### config.mk
export PLATFORM = sky130hd
export DESIGN_NAME = resta_result_reg
export DESIGN_NICKNAME = d
export VERILOG_FILES = /design/src/rtl/resta_result_reg.sv
export SDC_FILE = /design/constraint.sdc
export NUM_CORES = 1
export LEC_CHECK = 0
export CAP_MARGIN = 20
export CORE_MARGIN = 5
export CORE_UTILIZATION = 47
export DETAILED_ROUTE_END_ITERATION = 10
export PLACE_DENSITY = 0.77
export REMOVE_ABC_BUFFERS = 1
export SYNTH_ARGS = -nofsm -noshare
export SYNTH_HDL_FRONTEND = slang
export SYNTH_SLANG_ARGS = --single-unit
### constraint.sdc
create_clock -name clk -period 2.1 [get_ports clk]
set_input_delay 0.42 -clock clk [delete_from_list [all_inputs] [get_ports clk]]
set_output_delay 0.42 -clock clk [all_outputs]
set_load 0.1 [all_outputs]
### src/rtl/resta_result_reg.sv
// Output register stage behind the subtractor: a 2-entry skid buffer with a
// valid/ready handshake and a saturating count of overflow results.
module resta_result_reg #(
  parameter int unsigned M     = 4,
  parameter int unsigned CNT_W = 8
) (
  input  logic             clk,
  input  logic             rst_n,
  input  logic             in_valid,
  output logic             in_ready,
  input  logic [M-1:0]     R_in,
  input  logic             C_in,
  input  logic             N_in,
  input  logic             V_in,
  input  logic             Z_in,
  output logic             out_valid,
  input  logic             out_ready,
  output logic [M-1:0]     R_out,
  output logic [3:0]       flags_out,
  input  logic             clr_cnt,
  output logic [CNT_W-1:0] ovf_cnt
);

  localparam int unsigned FLAG_W = 4;
  localparam logic [CNT_W-1:0] CNT_MAX = '1;

  typedef enum logic [1:0] {
    EMPTY = 2'd0,
    ONE   = 2'd1,
    FULL  = 2'd2
  } state_t;

  state_t state, state_nxt;

  logic              push, pop;
  logic              ld_head_in, ld_head_tail, ld_tail;
  logic [FLAG_W-1:0] flags_in;
  logic [M-1:0]      tail_r;
  logic [FLAG_W-1:0] tail_f;

  assign flags_in  = {N_in, Z_in, C_in, V_in};

  // Handshake status comes only from the state register, so out_ready never reaches in_ready.
  assign in_ready  = (state != FULL);
  assign out_valid = (state != EMPTY);
  assign push      = in_valid & in_ready;
  assign pop       = out_valid & out_ready;

  always_ff @(posedge clk or negedge rst_n) begin
    if (!rst_n) state <= EMPTY;
    else        state <= state_nxt;
  end

  always_comb begin
    state_nxt    = state;
    ld_head_in   = 1'b0;
    ld_head_tail = 1'b0;
    ld_tail      = 1'b0;
    case (state)
      EMPTY: begin
        if (push) begin
          state_nxt  = ONE;
          ld_head_in = 1'b1;
        end
      end
      ONE: begin
        case ({push, pop})
          2'b10: begin
            state_nxt = FULL;
            ld_tail   = 1'b1;
          end
          2'b01: state_nxt = EMPTY;
          2'b11: ld_head_in = 1'b1;
          default: ;
        endcase
      end
      FULL: begin
        if (pop) begin
          state_nxt    = ONE;
          ld_head_tail = 1'b1;
        end
      end
      default: state_nxt = EMPTY;
    endcase
  end

  // Head entry drives the outputs directly and holds its value when the buffer empties.
  always_ff @(posedge clk or negedge rst_n) begin
    if (!rst_n) begin
      R_out     <= '0;
      flags_out <= '0;
    end else if (ld_head_in) begin
      R_out     <= R_in;
      flags_out <= flags_in;
    end else if (ld_head_tail) begin
      R_out     <= tail_r;
      flags_out <= tail_f;
    end
  end

  always_ff @(posedge clk or negedge rst_n) begin
    if (!rst_n) begin
      tail_r <= '0;
      tail_f <= '0;
    end else if (ld_tail) begin
      tail_r <= R_in;
      tail_f <= flags_in;
    end
  end

  // Clear wins over a simultaneous overflow push; the count sticks at its maximum.
  always_ff @(posedge clk or negedge rst_n) begin
    if (!rst_n)                                      ovf_cnt <= '0;
    else if (clr_cnt)                                ovf_cnt <= '0;
    else if (push && V_in && (ovf_cnt != CNT_MAX))   ovf_cnt <= ovf_cnt + CNT_W'(1);
  end

endmodule

==> qor.yml <==
timing:
  period_minus_slack_ns: 1.80
  tightestPinTransition_ns: 0.477
  tns_ns: 0
  max_freq_mhz: 555
  rsz0062_at_grt: "no"
  setup_viol: 0
  period_share_pct: 85.7
  slew-limit-headroom_pct: 68.2
  slew_violations: 0
  fin_skew_ns: 0.00975
  hold_viol_final: 0
worst_hold_path:
  hp-class: "input pin to async pin"
worst_setup_path:
  crit_path_cell_trace: "ha_1 -> nand3_1 -> o2111ai_2 -> or4_1 -> a21oi_1"
  criticalPathCategory: "flop to flop"
  crit_buf_inv: 0
  reg2reg_depth: 5
  cp_slowest_cell: "or4_1"
  cp_top_family: "simple AND/OR/NAND/NOR gates"
  worstPathMaxFanout: 10
  crit_required_ns: 2.35
  critical-path-max-stage-delay_ns: 0.55
  worstReg2RegEnd: "ovf_cnt[7]$_DFFE_PN0P_"
  rr_startpoint: "ovf_cnt[0]$_DFFE_PN0P_"
  critical_path.startpoint_type: "flop"
  critPathArrivalTime_ns: 2.05
  startpoint: "ovf_cnt[0]$_DFFE_PN0P_"
  endpoint_kind: "flop"
  cp_num_cells: 5
  cp-endpoint: "ovf_cnt[7]$_DFFE_PN0P_"
  reg2reg_slack_ns: 0.30
logic_synthesis:
  async_flop_share_pct: 100
  synth.cell_area_sq_um: 1200
  yosysWarnings: 0
  synthFlopType: "dfrtp_1"
  synth_seq_cells: 26
  synth-edff-count: 0
  yosys.area_share.adder_pct: 1.05
  synthMuxAreaShare_pct: 15.1
  ys_seq_area_share_pct: 54.4
  ys_types: 27
  synthSimpleGateAreaFrac_pct: 14.3
  yosysTopAreaCell: "dfrtp_1"
  synthCells: 109
  synth_top_area_share_pct: 54.4
  synth_common_cells: "26 x dfrtp_1, 11 x nand2_1, 10 x a21oi_1, 10 x o21ai_1, 9 x mux2i_1"
  synth_most_common_cell: "dfrtp_1"
  avgSynthCellArea_sq_um: 11.0
  synth_xor_area_share_pct: 0.732
  synth_compound_area_share_pct: 12.2
  synth_top_family_by_area: "multiplexers"
  synth_area_leaders: "dfrtp_1 54%, mux2i_1 7.5%, mux2_1 7.5%, a21oi_1 4.2%, o21ai_1 4.2%"
cts:
  cts_made_buffers: 3
  clkTransAtPathRegs_ns: 0.14
  clk_latency_ns: 0.32
  root_buffer: "clkbuf_4"
  cts_resized: 0
  cts.sinks: 26
  cts_tree: "done"
  cts_max_path_buffers: 2
  htreeDepth: 1
  post_cts_buffers: 0
  cts_hold_buf: 0
global_routing:
  antenna_found_initial: 0
  grt_pass1_vias: 1023
  grt_start_max_net_pins: 27
  grt_usage_pct: 16.4
  grt_pass1_wl_microns: 4470
  grt-ovfl-total: 0
drt:
  drt-wirelength-per-cell_microns: 14.8
  drc_errors: 0
  num_vias: 964
  vias_per_cell: 5.60
  ant_nets: 0
  detail_route.wirelength_microns: 2540
  drtPass1Iterations: 4
  drtIter0Drc: 30
floorplan:
  io_pins: 31
  initial_core_util_pct: 48.7
  num_rows: 18
  die_area_sq_um: 3650
  core_sq_um: 2450
  die_h_microns: 60.4
  die_w_microns: 60.4
placement:
  dpl_cell_area_sq_um: 1540
  numPortBuffers: 30
  gp_routability_congestion: 0.849
  hpwl_microns: 1890
layout:
  drive_gt1_share_pct: 20.4
  design_area_sq_um: 1560
  nFillCells: 197
  fin_nets: 158
  syn_to_final_growth_pct: 30.4
  fin_util_pct: 63.6
  antenna_cells: 0
pwr:
  p_leak_nw: 0.731
  ir_drop_v: 0.000879
  power_density_nw_per_um2: 999
outcome:
  status: "complete, no violations"
run:
  max_cap_viol_count: 0
==> cell families (layout without fill, tap and decap cells) <==
| kind of cell | Yosys count | count (layout) |
|---|---|---|
| mux | 17 | 17 |
| fa+ha+maj | 1 | 1 |
| xor+xnor | 1 | 1 |
| buf+inv | 6 | 39 |
| simple gates | 32 | 32 |
| flops | 26 | 26 |
| compound gates | 26 | 26 |
==> per-stage QoR <==
stage	hold WS (ns)	instances	power, mW	setup slack, ns
after floorplan	0.124	105	1.17	-0.168
after global placement	0.466	169	1.35	0.137
after detailed placement	0.478	169	1.37	0.0730
after CTS	0.447	172	1.58	0.304
after global routing	0.471	172	1.65	0.155
final	0.453	172	1.56	0.300
==> worst min path at each step <==
stage / slack, ns / from / cells past startpoint / endpoint
3_3_place_gp: 0.47 / tail_f[1]$_DFFE_PN0P_ / 1 / tail_f[1]$_DFFE_PN0P_
6_report: 0.45 / rst_n / 2 / flags_out[0]$_DFFE_PN0P_
3_5_place_dp: 0.48 / tail_r[1]$_DFFE_PN0P_ / 1 / tail_r[1]$_DFFE_PN0P_
2_1_floorplan: 0.12 / rst_n / 0 / R_out[0]$_DFFE_PN0P_
5_1_grt: 0.47 / rst_n / 2 / ovf_cnt[2]$_DFFE_PN0P_
4_1_cts: 0.45 / rst_n / 2 / ovf_cnt[5]$_DFFE_PN0P_
==> routing by layer <==
metal / track usage (%) / routed length [microns] / vias to the layer above
met5: 0 / 0 / -
met4: 6.81 / 18 / 0
met3: 2.77 / 189 / 2
met2: 30.1 / 1280 / 32
met1: 18.7 / 1060 / 475
li1: - / - / 455
==> worst register-to-register path: stages (launching register included) <==
cell,delay [ns]
dfrtp_1,0.44
ha_1,0.26
nand3_1,0.11
o2111ai_2,0.21
or4_1,0.55
a21oi_1,0.17
==> state kept, by name (all words and copies together), names as in the netlist <==
| signal | flops |
|---|---|
| tail_r | 4 |
| state | 2 |
| ovf_cnt | 8 |
| tail_f | 4 |
| flags_out | 4 |
| R_out | 4 |
==> area by class of cell <==
| class | instances | area, sq um | share of cell area (%) |
|---|---|---|---|
| clock buffer | 3 | 22.5 | 1.44 |
| inverter | 2 | 7.51 | 0.481 |
| multi-input combinational | 77 | 519 | 33.3 |
| sequential | 26 | 651 | 41.7 |
| tap | 30 | 37.5 | 2.41 |
| timing repair buffer | 34 | 323 | 20.7 |
==> where the power goes <==
| part | leakage, nW | switching (mW) | internal, mW |
|---|---|---|---|
| clock | 0.0138 | 0.141 | 0.0671 |
| combinational | 0.388 | 0.486 | 0.194 |
| sequential | 0.329 | 0.0621 | 0.609 |
==> cell usage in the layout (no fill, tap or decap), types with 2 or more instances in the layout <==
master           count
clkdlybuf4s50_1     12
buf_12               3
mux2i_1              9
nand2b_1             2
o21ai_1             10
or4_1                2
a21oi_1             10
clkbuf_4             3
or3_1                4
dfrtp_1             26
mux2_1               8
or2_1                2
nand2_1             11
nor2_1               3
o21ai_0              2
o31ai_1              2
buf_4               19
nand3_1              3
(Power assumes the default switching activity.)
